===== config.mk =====
export PLATFORM = sky130hd
export DESIGN_NAME = exibe_sequencia
export DESIGN_NICKNAME = d
export VERILOG_FILES = /design/src/rtl/exibe_pkg.sv /design/src/rtl/exibe_sequencia_temporizador.sv /design/src/rtl/exibe_sequencia.sv
export SDC_FILE = /design/constraint.sdc
export NUM_CORES = 1
export LEC_CHECK = 0
export CORE_MARGIN = 10
export CORE_UTILIZATION = 45
export DETAILED_ROUTE_END_ITERATION = 10
export DONT_BUFFER_PORTS = 1
export PLACE_DENSITY_LB_ADDON = 0.05
export SLEW_MARGIN = 0
export SYNTH_ARGS = -nofsm -noshare
export SYNTH_HDL_FRONTEND = slang
export SYNTH_SLANG_ARGS = --single-unit

===== constraint.sdc =====
create_clock -name clock -period 3.4 [get_ports clock]
set_input_delay 0.68 -clock clock [delete_from_list [all_inputs] [get_ports clock]]
set_output_delay 0.68 -clock clock [all_outputs]
set_load 0.05 [all_outputs]

===== src/rtl/exibe_pkg.sv =====
// Shared definitions for the sequence-presentation controller: state encodings,
// 7-segment debug codes and the timer width helper.
package exibe_pkg;

  typedef enum logic [2:0] {
    ST_INICIAL    = 3'd0,
    ST_PREPARACAO = 3'd1,
    ST_CARREGA    = 3'd2,
    ST_ACENDE     = 3'd3,
    ST_APAGA      = 3'd4,
    ST_PROXIMO    = 3'd5,
    ST_FINAL      = 3'd6
  } estado_t;

  localparam logic [3:0] DB_INICIAL    = 4'h0;
  localparam logic [3:0] DB_PREPARACAO = 4'h1;
  localparam logic [3:0] DB_CARREGA    = 4'h2;
  localparam logic [3:0] DB_ACENDE     = 4'h3;
  localparam logic [3:0] DB_APAGA      = 4'h4;
  localparam logic [3:0] DB_PROXIMO    = 4'h5;
  localparam logic [3:0] DB_FINAL      = 4'hE;
  localparam logic [3:0] ERRO          = 4'h3;

  function automatic int tmr_width(input int a, input int b);
    int m;
    m = (a > b) ? a : b;
    return (m <= 1) ? 1 : $clog2(m);
  endfunction

endpackage


===== src/rtl/exibe_sequencia_temporizador.sv =====
// Loadable down-counter that times the lit and dark intervals of each element.
module temporizador_exibicao #(
  parameter int W = 2
) (
  input  logic         clock,
  input  logic         reset,
  input  logic         carrega,
  input  logic         conta,
  input  logic [W-1:0] valor,
  output logic         zero
);

  logic [W-1:0] cnt;

  always_ff @(posedge clock or negedge reset) begin
    if (!reset)                   cnt <= '0;
    else if (carrega)             cnt <= valor;
    else if (conta && cnt != '0)  cnt <= cnt - 1'b1;
  end

  assign zero = (cnt == '0);

endmodule


===== src/rtl/exibe_sequencia.sv =====
// Reads the stored sequence from the game ROM and flashes each element on the LEDs.
// Optional build macro EXIBE_PAUSA_EN adds a pausa input that freezes the lit/dark timing.
import exibe_pkg::*;

module exibe_sequencia #(
  parameter int ADDR_W     = 4,
  parameter int DATA_W     = 4,
  parameter int ON_CYCLES  = 3,
  parameter int OFF_CYCLES = 2
) (
  input  logic              clock,
  input  logic              reset,
  input  logic              iniciar,
  input  logic [ADDR_W-1:0] limite,
  input  logic [DATA_W-1:0] mem_dado,
`ifdef EXIBE_PAUSA_EN
  input  logic              pausa,
`endif
  output logic [ADDR_W-1:0] mem_endereco,
  output logic [DATA_W-1:0] leds,
  output logic              ocupado,
  output logic              pronto,
  output logic [3:0]        db_estado
);

  localparam int TW = tmr_width(ON_CYCLES, OFF_CYCLES);
  localparam logic [TW-1:0] ON_V  = TW'(ON_CYCLES - 1);
  localparam logic [TW-1:0] OFF_V = TW'(OFF_CYCLES - 1);

  estado_t state, next;
  logic [ADDR_W-1:0] lim_q;
  logic [TW-1:0] t_val;
  logic t_load, t_conta, t_zero, hold;
  logic clr_end, inc_end, lat_lim, ld_leds, clr_leds;

`ifdef EXIBE_PAUSA_EN
  assign hold = pausa;
`else
  assign hold = 1'b0;
`endif

  temporizador_exibicao #(.W(TW)) u_tmr (
    .clock  (clock),
    .reset  (reset),
    .carrega(t_load),
    .conta  (t_conta),
    .valor  (t_val),
    .zero   (t_zero)
  );

  always_ff @(posedge clock or negedge reset) begin
    if (!reset) state <= ST_INICIAL;
    else        state <= next;
  end

  // Address moves on entry to preparacao/proximo so the synchronous ROM has
  // data ready by the carrega->acende edge.
  always_comb begin
    next      = state;
    t_load    = 1'b0;
    t_val     = '0;
    t_conta   = 1'b0;
    clr_end   = 1'b0;
    inc_end   = 1'b0;
    lat_lim   = 1'b0;
    ld_leds   = 1'b0;
    clr_leds  = 1'b0;
    ocupado   = 1'b1;
    pronto    = 1'b0;
    db_estado = ERRO;
    case (state)
      ST_INICIAL: begin
        ocupado   = 1'b0;
        db_estado = DB_INICIAL;
        if (iniciar) begin
          next    = ST_PREPARACAO;
          clr_end = 1'b1;
        end
      end
      ST_PREPARACAO: begin
        db_estado = DB_PREPARACAO;
        next      = ST_CARREGA;
        lat_lim   = 1'b1;
        t_load    = 1'b1;
      end
      ST_CARREGA: begin
        db_estado = DB_CARREGA;
        next      = ST_ACENDE;
        t_load    = 1'b1;
        t_val     = ON_V;
        ld_leds   = 1'b1;
      end
      ST_ACENDE: begin
        db_estado = DB_ACENDE;
        if (!hold) begin
          if (t_zero) begin
            next     = ST_APAGA;
            t_load   = 1'b1;
            t_val    = OFF_V;
            clr_leds = 1'b1;
          end else begin
            t_conta = 1'b1;
          end
        end
      end
      ST_APAGA: begin
        db_estado = DB_APAGA;
        if (!hold) begin
          if (t_zero) begin
            if (mem_endereco == lim_q) begin
              next = ST_FINAL;
            end else begin
              next    = ST_PROXIMO;
              inc_end = 1'b1;
            end
          end else begin
            t_conta = 1'b1;
          end
        end
      end
      ST_PROXIMO: begin
        db_estado = DB_PROXIMO;
        next      = ST_CARREGA;
      end
      ST_FINAL: begin
        ocupado   = 1'b0;
        pronto    = 1'b1;
        db_estado = DB_FINAL;
        if (iniciar) begin
          next    = ST_PREPARACAO;
          clr_end = 1'b1;
        end
      end
      default: begin
        next     = ST_INICIAL;
        clr_leds = 1'b1;
      end
    endcase
  end

  always_ff @(posedge clock or negedge reset) begin
    if (!reset) begin
      mem_endereco <= '0;
      lim_q        <= '0;
      leds         <= '0;
    end else begin
      if (clr_end)      mem_endereco <= '0;
      else if (inc_end) mem_endereco <= mem_endereco + 1'b1;
      if (lat_lim)      lim_q <= limite;
      if (ld_leds)      leds <= mem_dado;
      else if (clr_leds) leds <= '0;
    end
  end

endmodule

==> results of run 1 <==
## layout make-up
class	count	area share, %
inverters	6	2.16
well taps	27	3.24
flip-flops and latches	17	40.8
clock buffers	4	2.52
multi-input cells	69	48.4
repair buffers	4	2.88
## path summary, 6_finish.rpt
| path | from | end | slack, ns | depth (start not counted) |
|---|---|---|---|---|
| worst min-delay path | reset | mem_endereco[2] | 0.07 | 0 |
| max in group asynchronous | reset | lim_q[3] | 3.25 | 0 |
| worst min register to register | lim_q[0] | lim_q[0] | 0.54 | 1 |
| worst max register to register | state[0] | lim_q[2] | 1.33 | 3 |
| min in group clock | lim_q[0] | lim_q[0] | 0.54 | 1 |
| worst max-delay path | state[2] | ocupado | 0.84 | 2 |
## cell usage in the layout (no fill, tap or decap), types with 2 or more instances in the layout
master | Yosys | layout
sky130_fd_sc_hd__a21oi_1 | 5 | 5
sky130_fd_sc_hd__a22oi_1 | 6 | 6
sky130_fd_sc_hd__buf_4 | 1 | 4
sky130_fd_sc_hd__clkbuf_4 | 0 | 3
sky130_fd_sc_hd__dfrtp_1 | 17 | 17
sky130_fd_sc_hd__ha_1 | 2 | 2
sky130_fd_sc_hd__inv_1 | 6 | 6
sky130_fd_sc_hd__mux2_2 | 4 | 4
sky130_fd_sc_hd__mux2i_1 | 2 | 2
sky130_fd_sc_hd__nand2_1 | 7 | 7
sky130_fd_sc_hd__nand2b_1 | 2 | 2
sky130_fd_sc_hd__nand3_1 | 2 | 2
sky130_fd_sc_hd__nor2_1 | 9 | 9
sky130_fd_sc_hd__nor2b_1 | 2 | 2
sky130_fd_sc_hd__nor3_1 | 2 | 2
sky130_fd_sc_hd__o21ai_0 | 4 | 4
sky130_fd_sc_hd__o2bb2ai_1 | 4 | 4
sky130_fd_sc_hd__or3_1 | 3 | 3
sky130_fd_sc_hd__xor2_1 | 4 | 4
## power groups by stage
stage                     sequential (mW)  clock [mW]  combinational [mW]
final                               0.550       0.105               0.474
after global routing                0.572       0.116               0.541
after CTS                           0.552       0.111               0.478
after detailed placement            0.558           0               0.477
after global placement              0.553           0               0.469
after floorplan                     0.473           0               0.473
## through the flow
step / total power, mW / setup WS [ns]
finish: 1.13 / 0.841
global route: 1.23 / 0.729
CTS: 1.14 / 0.809
detailed placement: 1.03 / 1.14
global placement: 1.02 / 1.20
floorplan: 0.946 / 0.915
## sequential cells by signal, indices dropped and copies added, names as in the netlist
signal        flops
leds              4
u_tmr.cnt         2
state             3
lim_q             4
mem_endereco      4
## routing by layer
metal	routed length, um	vias to the layer above
met5	0	-
met4	20	0
met3	264	2
met2	899	22
met1	879	335
li1	-	355
## cell families (layout without fill, tap and decap cells)
kind of cell / count (synthesis) / count (layout) / share of synthesized area [%]
and+or+nand+nor: 29 / 29 / 14.8
AOI/OAI and AO/OA: 26 / 26 / 21.1
DFF: 17 / 17 / 43.1
buffers and inverters: 13 / 14 / 5.58
muxes: 6 / 6 / 6.60
xor gates and xnor gates: 5 / 5 / 5.20
adders and majority gates: 3 / 3 / 3.55
==> flow_metrics.py, run 1 <==
metrics = {
    "sta": {
        "slew-limit-headroom_pct": 32.5,
        "finClkSkew_ns": 0.00779,
        "max_fclk_ghz": 0.391,
        "rsz0062_at_grt": "no",
        "setup_total_negative_slack_ns": 0,
        "timing.final.hold_violations": 0,
        "timing.final.crit_period_ns": 2.56,
        "fin_worst_hold_slack_ns": 0.0725,
        "fin_crit_sh_pct": 75.3,
        "worst_slew_pin_slew_ns": 1.01,
        "final_max_slew_viol_count": 0,
        "finalSetupViolations": 0,
    },
    "finish": {
        "layout.area.seq_um2": 425,
        "synthToLayoutAreaGrowth_pct": 5.84,
        "final_layout_fill_cell_count": 194,
        "drive_gt1_share_pct": 14.0,
        "number_of_diodes": 0,
        "layout.core_utilization_pct": 51.6,
        "stdcell_count": 127,
        "count_of_nets_after_finishing": 114,
        "final_design_area_no_fill_mm2": 0.00104,
        "footprint_of_the_multi_input_gates_um2": 505,
    },
    "yosys": {
        "count_of_flip_flops_with_a_built_in_enable_after_synthesis": 0,
        "synthMostInstantiatedCell": "sky130_fd_sc_hd__dfrtp_1",
        "synth-async-reset-ratio_pct": 100,
        "seq_area_frac_synth_pct": 43.1,
        "syn_area_um2": 986,
        "synth.top_cells.by_area": "sky130_fd_sc_hd__dfrtp_1 (43%), sky130_fd_sc_hd__a22oi_1 (4.6%), sky130_fd_sc_hd__mux2_2 (4.6%)",
        "synth-warning-count": 0,
        "postSynthNetCount": 112,
        "leading_post_synthesis_cells_by_instance_count": "sky130_fd_sc_hd__dfrtp_1 (17), sky130_fd_sc_hd__nor2_1 (9), sky130_fd_sc_hd__nand2_1 (7)",
        "synth.ff_latch_count": 17,
        "syn-instance-count": 99,
        "synth_ff_type": "sky130_fd_sc_hd__dfrtp_1",
        "yosysUniqueCellTypes": 32,
        "synth_largest_area_cell": "sky130_fd_sc_hd__dfrtp_1",
        "postSynthAreaPerCell_um2": 9.96,
        "yosys.area.top_type_share_pct": 43.1,
    },
    "floorplanning": {
        "ios": 25,
        "dieArea_mm2": 0.00446,
        "placement_rows": 16,
        "floorplan.die.height_um": 66.8,
        "placeableCoreArea_mm2": 0.00202,
        "floorplan.initialDensity_pct": 48.8,
        "die_w_um": 66.8,
    },
    "worst_setup_path": {
        "endpoint_type_of_the_worst_setup_path": "output pin",
        "worst_ep_required_time_ns": 2.72,
        "critPathMaxStageDelay_ns": 0.57,
        "crit_path_cell_trace": "nor2b_1 > or3_1",
        "crit_arrival_ns": 1.88,
        "path_buf_inv": 0,
        "startpoint_type": "flip-flop",
        "critical-path-slowest-cell": "sky130_fd_sc_hd__dfrtp_1",
        "criticalPathCategory": "reg -> out",
        "critPathTopFamily": "simple AND/OR/NAND/NOR gates",
        "crit_path_max_fo": 18,
    },
    "clock_tree": {
        "clock-sinks": 17,
        "cts_resized": 0,
        "tritoncts": "built",
        "cts.root.buffer_cell": "sky130_fd_sc_hd__clkbuf_4",
        "cts_htree_levels": 1,
        "cts_setup_buffers": 0,
        "cts-root-to-sink-buffers": 2,
        "cts_buffers": 3,
        "worstSkewPairLatency_ns": 0.29,
        "path_clk_slew_ns": 0.10,
        "cts_hold_repair.buffers": 0,
    },
    "detailed_routing": {
        "post-route-drc-count": 0,
        "routed_via_count_divided_by_cell_count": 5.62,
        "total_routed_length_um": 2060,
        "firstDrtPassIters": 4,
        "via_count": 714,
        "drt.antenna.violating_nets": 0,
        "wire_length_per_cell_um": 16.3,
        "detail_route.iter0.violations": 29,
    },
    "global_routing": {
        "met3_use_gr_pct": 6.52,
        "vias_in_the_first_global_route": 739,
        "grt_util_all_layers_pct": 10.1,
        "initial_antenna_violation_count": 0,
        "maximum_number_of_pins_on_one_net_before_global_route_repair": 21,
        "grt_first_pass_wirelength_um": 3520,
        "grtUsageMet1_pct": 12.1,
        "grt_most_used_layer": "met2",
        "globalRouteOverflowTotal": 0,
        "grt_util_met2_pct": 14.6,
    },
    "placement": {
        "place.port_buffers": 0,
        "placement.cell_area_mm2": 0.00102,
        "routabilityCongestion": 0.764,
        "dpl.hpwl_um": 1570,
        "placed_cells": 123,
    },
    "flow_run": {
        "max_cap_viol_count": 0,
    },
    "power": {
        "clock_power_share_pct": 9.3,
        "power_density_mw_per_mm2": 1080,
        "total_switching_power_uw": 602,
        "p_leak_nw": 0.466,
        "p_sw_share_pct": 53.3,
        "power_frac_comb_pct": 42.0,
        "power_frac_seq_pct": 48.7,
        "power_report.internal_total_uw": 527,
        "ir_drop_uv": 622,
    },
    "status": {
        "run_status": "completed",
    },
    "hold_path": {
        "worstHoldPathType": "in -> async",
    },
}
No activity file was read; power rests on OpenSTA's default activity.
==> inputs of run 2 (changes only) <==
==> constraint.sdc (replaced) <==
create_clock -name clock -period 2.6 [get_ports clock]
set_input_delay 0.52 -clock clock [delete_from_list [all_inputs] [get_ports clock]]
set_output_delay 0.52 -clock clock [all_outputs]
set_load 0.05 [all_outputs]
==> flow_metrics.py, run 2 (synthesis gave the netlist of run 1 again) <==
metrics = {
    "status": {
        "run_status": "completed",
    },
    "power": {
        "p_leak_nw": 0.498,
        "ir_drop_uv": 656,
        "fin_total_pwr_mw": 1.54,
        "power_frac_seq_pct": 40.5,
        "clock_power_share_pct": 9.4,
        "total_switching_power_uw": 814,
        "power_report.internal_total_uw": 727,
        "power_density_mw_per_mm2": 1410,
        "p_sw_share_pct": 52.8,
        "power_frac_comb_pct": 50.2,
    },
    "detailed_routing": {
        "total_routed_length_um": 2160,
        "wire_length_per_cell_um": 16.2,
        "routed_via_count_divided_by_cell_count": 5.67,
        "detail_route.iter0.violations": 33,
        "drt.antenna.violating_nets": 0,
        "post-route-drc-count": 0,
        "via_count": 754,
        "firstDrtPassIters": 4,
    },
    "finish": {
        "layout.area.seq_um2": 425,
        "drive_gt1_share_pct": 18.9,
        "layout_commonest_cell": "sky130_fd_sc_hd__dfrtp_1",
        "layout.core_utilization_pct": 54.0,
        "top_regs": "leds: 4 flops, lim_q: 4 flops, mem_endereco: 4 flops",
        "final_layout_fill_cell_count": 181,
        "number_of_diodes": 0,
        "layout_common_cells": "sky130_fd_sc_hd__dfrtp_1 (17), sky130_fd_sc_hd__nor2_1 (9), sky130_fd_sc_hd__buf_4 (9)",
        "stdcell_count": 133,
        "footprint_of_the_multi_input_gates_um2": 505,
        "synthToLayoutAreaGrowth_pct": 10.8,
        "count_of_nets_after_finishing": 120,
    },
    "clock_tree": {
        "tritoncts": "built",
        "cts_buffers": 3,
        "cts.root.buffer_cell": "sky130_fd_sc_hd__clkbuf_4",
        "path_clk_slew_ns": 0.11,
        "clock-sinks": 17,
        "worstSkewPairLatency_ns": 0.29,
        "cts_resized": 0,
        "cts_htree_levels": 1,
        "cts-root-to-sink-buffers": 2,
    },
    "floorplanning": {
        "floorplan.die.height_um": 66.8,
        "die_w_um": 66.8,
        "ios": 25,
        "dieArea_mm2": 0.00446,
        "placeableCoreArea_mm2": 0.00202,
        "floorplan.initialDensity_pct": 48.8,
        "placement_rows": 16,
    },
    "placement": {
        "placed_cells": 128,
        "dpl.hpwl_um": 1640,
        "routabilityCongestion": 0.788,
        "place.port_buffers": 0,
    },
    "worst_setup_path": {
        "critical-path-slowest-cell": "sky130_fd_sc_hd__or3_1",
        "crit_path_cell_trace": "or3_1",
        "regToRegSetupSlack_ns": 0.72,
        "ff2ff_path_depth": 4,
        "levels_on_crit_path": 1,
        "crit_path_max_fo": 20,
        "timing.rr.end": "mem_endereco[2]",
        "critPathMaxStageDelay_ns": 0.71,
        "startpoint_type": "flip-flop",
        "critical_path.reg2reg.startpoint": "mem_endereco[3]",
        "worst_ep_required_time_ns": 2.08,
        "crit_arrival_ns": 1.62,
        "criticalPathCategory": "reg -> out",
        "endpoint_type_of_the_worst_setup_path": "output pin",
        "path_buf_inv": 0,
        "critPathTopFamily": "simple AND/OR/NAND/NOR gates",
    },
    "sta": {
        "setup_total_negative_slack_ns": 0,
        "worst_slew_pin_slew_ns": 0.782,
        "slew-limit-headroom_pct": 47.7,
        "final_max_slew_viol_count": 0,
        "max_fclk_ghz": 0.468,
        "fin_crit_sh_pct": 82.1,
        "timing.final.crit_period_ns": 2.14,
        "finalSetupViolations": 0,
        "timing.final.hold_violations": 0,
        "finClkSkew_ns": 0.00544,
        "rsz0062_at_grt": "no",
    },
    "global_routing": {
        "initial_antenna_violation_count": 0,
        "grt_util_all_layers_pct": 9.85,
        "maximum_number_of_pins_on_one_net_before_global_route_repair": 21,
        "grt_first_pass_wirelength_um": 3410,
        "globalRouteOverflowTotal": 0,
        "vias_in_the_first_global_route": 719,
    },
    "hold_path": {
        "timing.hold.worst_path_depth": 1,
        "worstHoldStart": "limite[1]",
        "hold-path-endpoint": "lim_q[1]",
        "worstHoldPathType": "in -> reg",
    },
    "flow_run": {
        "max_cap_viol_count": 0,
    },
}
run 2: cell types whose count changed in the layout (fill, tap and decap cells not counted), sizes merged:
cell,previous run,this run
dlygate4sd3,0,1
buf,4,9
clkinv,0,1
clkbuf,4,3
run 2: worst reg2reg max path, cell delays in order (launching register included):
cell                      delay (ns)
sky130_fd_sc_hd__dfrtp_1        0.70
sky130_fd_sc_hd__xor2_1         0.21
sky130_fd_sc_hd__o41ai_4        0.56
sky130_fd_sc_hd__o21ai_0        0.14
sky130_fd_sc_hd__a21oi_1        0.20
run 2: layout make-up:
| type | instances | share of cell area, % |
|---|---|---|
| multi-input combinational | 69 | 46.3 |
| inverter | 6 | 2.06 |
| sequential | 17 | 38.9 |
| timing repair buffer | 10 | 7.10 |
| tap | 27 | 3.09 |
| clock inverter | 1 | 0.458 |
| clock buffer | 3 | 2.06 |
run 2: how the worst max path moves through the flow:
stage,from,end
3_5_place_dp,mem_endereco[3],mem_endereco[2]
5_1_grt,state[2],ocupado
2_1_floorplan,state[0],db_estado[3]
4_1_cts,state[0],ocupado
6_report,state[0],ocupado
3_3_place_gp,state[0],mem_endereco[2]
run 2: repair_timing:
action / in CTS / in global routing
setup buffers: 0 / 0
hold endpoints to repair: 17 / 0
hold buffers: 1 / 0
run 2: stage by stage:
step	hold WS [ns]	cell area, um2	setup slack [ns]
6_report	0.367	1090	0.464
4_1_cts	0.359	1090	0.457
5_1_grt	0.352	1090	0.396
3_5_place_dp	0.225	1050	0.735
3_3_place_gp	0.225	1050	0.748
2_1_floorplan	0.224	986	0.275
run 2: layer usage:
metal	share of wire (%)	global-route usage, %	routed length, um	vias to the layer above
li1	-	-	-	369
met1	40	12.1	854	350
met2	46	13.5	985	33
met3	14	5.69	305	2
met4	0.56	4.19	12	0
met5	0	0	0	-
run 2: power by group through the flow:
stage / Combinational [mW] / Clock (mW) / Sequential, mW
2_1_floorplan: 0.618 / 0 / 0.618
3_3_place_gp: 0.763 / 0 / 0.630
3_5_place_dp: 0.769 / 0 / 0.632
4_1_cts: 0.777 / 0.149 / 0.626
5_1_grt: 0.842 / 0.162 / 0.645
6_report: 0.773 / 0.144 / 0.623
==> inputs of run 3 (changes only) <==
==> constraint.sdc (replaced) <==
create_clock -name clock -period 1.82 [get_ports clock]
set_input_delay 0.364 -clock clock [delete_from_list [all_inputs] [get_ports clock]]
set_output_delay 0.364 -clock clock [all_outputs]
set_load 0.05 [all_outputs]
==> flow_metrics.py, run 3 (synthesis gave the netlist of run 1 again) <==
metrics = {
    "worst_setup_path": {
        "endpoint_type_of_the_worst_setup_path": "output pin",
        "worst_ep_required_time_ns": 1.46,
        "ff2ff_path_depth": 5,
        "criticalPathCategory": "reg -> out",
        "crit_path_max_fo": 5,
        "regToRegSetupSlack_ns": 0.15,
        "critical_path.reg2reg.startpoint": "state[2]",
        "crit_path_start": "state[2]",
        "timing.rr.end": "lim_q[1]",
        "crit_arrival_ns": 1.40,
        "startpoint_type": "flip-flop",
    },
    "finish": {
        "footprint_of_the_multi_input_gates_um2": 520,
        "number_of_diodes": 0,
        "count_of_nets_after_finishing": 134,
        "synthToLayoutAreaGrowth_pct": 24.6,
        "final_layout_fill_cell_count": 178,
        "top_regs": "leds: 4 flops, lim_q: 4 flops, mem_endereco: 4 flops",
        "layout_commonest_cell": "sky130_fd_sc_hd__buf_4",
        "layout.area.seq_um2": 429,
        "final_design_area_no_fill_mm2": 0.00123,
        "layout.core_utilization_pct": 60.8,
        "layout_common_cells": "sky130_fd_sc_hd__buf_4 (22), sky130_fd_sc_hd__dfrtp_1 (14), sky130_fd_sc_hd__nor2_1 (9)",
        "drive_gt1_share_pct": 34.2,
    },
    "global_routing": {
        "grt_util_all_layers_pct": 11.7,
        "maximum_number_of_pins_on_one_net_before_global_route_repair": 18,
        "globalRouteOverflowTotal": 0,
        "vias_in_the_first_global_route": 868,
        "initial_antenna_violation_count": 0,
        "grt_first_pass_wirelength_um": 4000,
    },
    "detailed_routing": {
        "wire_length_per_cell_um": 16.2,
        "detail_route.iter0.violations": 33,
        "post-route-drc-count": 0,
        "routed_via_count_divided_by_cell_count": 5.54,
        "total_routed_length_um": 2390,
        "via_count": 814,
        "drt.antenna.violating_nets": 0,
        "firstDrtPassIters": 4,
    },
    "placement": {
        "place.port_buffers": 0,
        "dpl.hpwl_um": 1740,
        "placement.cell_area_mm2": 0.00112,
        "routabilityCongestion": 0.827,
    },
    "sta": {
        "finalSetupViolations": 0,
        "max_fclk_ghz": 0.567,
        "finClkSkew_ns": 0.00805,
        "timing.final.crit_period_ns": 1.76,
        "slew-limit-headroom_pct": 48.6,
        "fin_crit_sh_pct": 96.8,
        "worst_slew_pin_slew_ns": 0.768,
        "final_max_slew_viol_count": 0,
        "timing.final.hold_violations": 0,
    },
    "floorplanning": {
        "die_w_um": 66.8,
        "floorplan.initialDensity_pct": 48.8,
        "ios": 25,
        "placeableCoreArea_mm2": 0.00202,
        "dieArea_mm2": 0.00446,
        "placement_rows": 16,
        "floorplan.die.height_um": 66.8,
    },
    "hold_path": {
        "worstHoldPathType": "in -> reg",
        "timing.hold.worst_path_depth": 1,
        "hold-path-endpoint": "lim_q[0]",
        "worstHoldStart": "limite[0]",
    },
    "power": {
        "power_density_mw_per_mm2": 2000,
        "p_leak_nw": 0.574,
        "ir_drop_uv": 999,
    },
    "clock_tree": {
        "cts_htree_levels": 1,
        "clock-sinks": 17,
        "path_clk_slew_ns": 0.11,
        "cts.root.buffer_cell": "sky130_fd_sc_hd__clkbuf_4",
        "tritoncts": "built",
        "cts-root-to-sink-buffers": 2,
        "worstSkewPairLatency_ns": 0.29,
        "cts_buffers": 3,
    },
    "status": {
        "run_status": "completed",
    },
    "flow_run": {
        "max_cap_viol_count": 0,
    },
}
[run 3: cell types whose count changed in the layout (fill, tap and decap cells not counted), moves of 2 or more]
| cell | delta |
|---|---|
| sky130_fd_sc_hd__buf_4 | +13 |
| sky130_fd_sc_hd__dfrtp_1 | -3 |
| sky130_fd_sc_hd__dfrtp_2 | +3 |
| sky130_fd_sc_hd__nor3_1 | -2 |
| sky130_fd_sc_hd__nor3_2 | +2 |
[run 3: cell type report]
| class | instances | area share (%) |
|---|---|---|
| clock buffer | 3 | 1.83 |
| clock inverter | 1 | 0.407 |
| inverter | 6 | 1.83 |
| multi-input combinational | 69 | 42.4 |
| sequential | 17 | 34.9 |
| tap | 27 | 2.75 |
| timing repair buffer | 24 | 15.9 |
[run 3: metrics by stage]
step / total power, mW / TNS [ns] / worst slack, ns / cells / hold WS [ns]
2_1_floorplan: 1.77 / -0.750 / -0.349 / 99 / 0.0684
3_3_place_gp: 2.13 / 0 / 0.217 / 135 / 0.0691
3_5_place_dp: 2.14 / 0 / 0.212 / 135 / 0.0692
4_1_cts: 2.41 / 0 / 0.0243 / 144 / 0.206
5_1_grt: 2.66 / -0.00315 / -0.00315 / 147 / 0.198
6_report: 2.45 / 0 / 0.0576 / 147 / 0.213
[run 3: worst max-delay path by stage]
| stage | end | slack (ns) | cells past startpoint |
|---|---|---|---|
| final | ocupado | 0.06 | 4 |
| after detailed placement | lim_q[1] | 0.21 | 4 |
| after CTS | ocupado | 0.02 | 3 |
| after global routing | ocupado | -0.003 | 4 |
| after global placement | lim_q[0] | 0.22 | 4 |
| after floorplan | db_estado[3] | -0.35 | 3 |
[run 3: repair_timing]
item	4_1_cts	5_1_grt
endpoints found under the hold margin	17	0
hold buffers	1	0
gates resized for setup	3	4
buffers inserted	4	3
endpoints found under the setup margin	1	4
pin swaps	0	1
[run 3: where the power goes]
group / switching (mW) / internal (mW)
Sequential: 0.271 / 0.544
Combinational: 0.842 / 0.592
Clock: 0.122 / 0.0817
Total: 1.23 / 1.22
[run 3: layer usage]
metal	track usage (%)	wire [um]	vias up	part of all wire [%]
met2	17.2	1100	18	46
met1	14.4	1080	398	45
li1	-	-	396	-
met4	5.24	16	0	0.67
met3	4.85	189	2	7.9
met5	0	0	-	0
[run 3: worst max-delay path: stages, from the launching register on]
cell                      delay, ns
sky130_fd_sc_hd__dfrtp_2       0.41
sky130_fd_sc_hd__buf_4         0.12
sky130_fd_sc_hd__nor2b_1       0.04
sky130_fd_sc_hd__or3_4         0.38
sky130_fd_sc_hd__buf_12        0.16
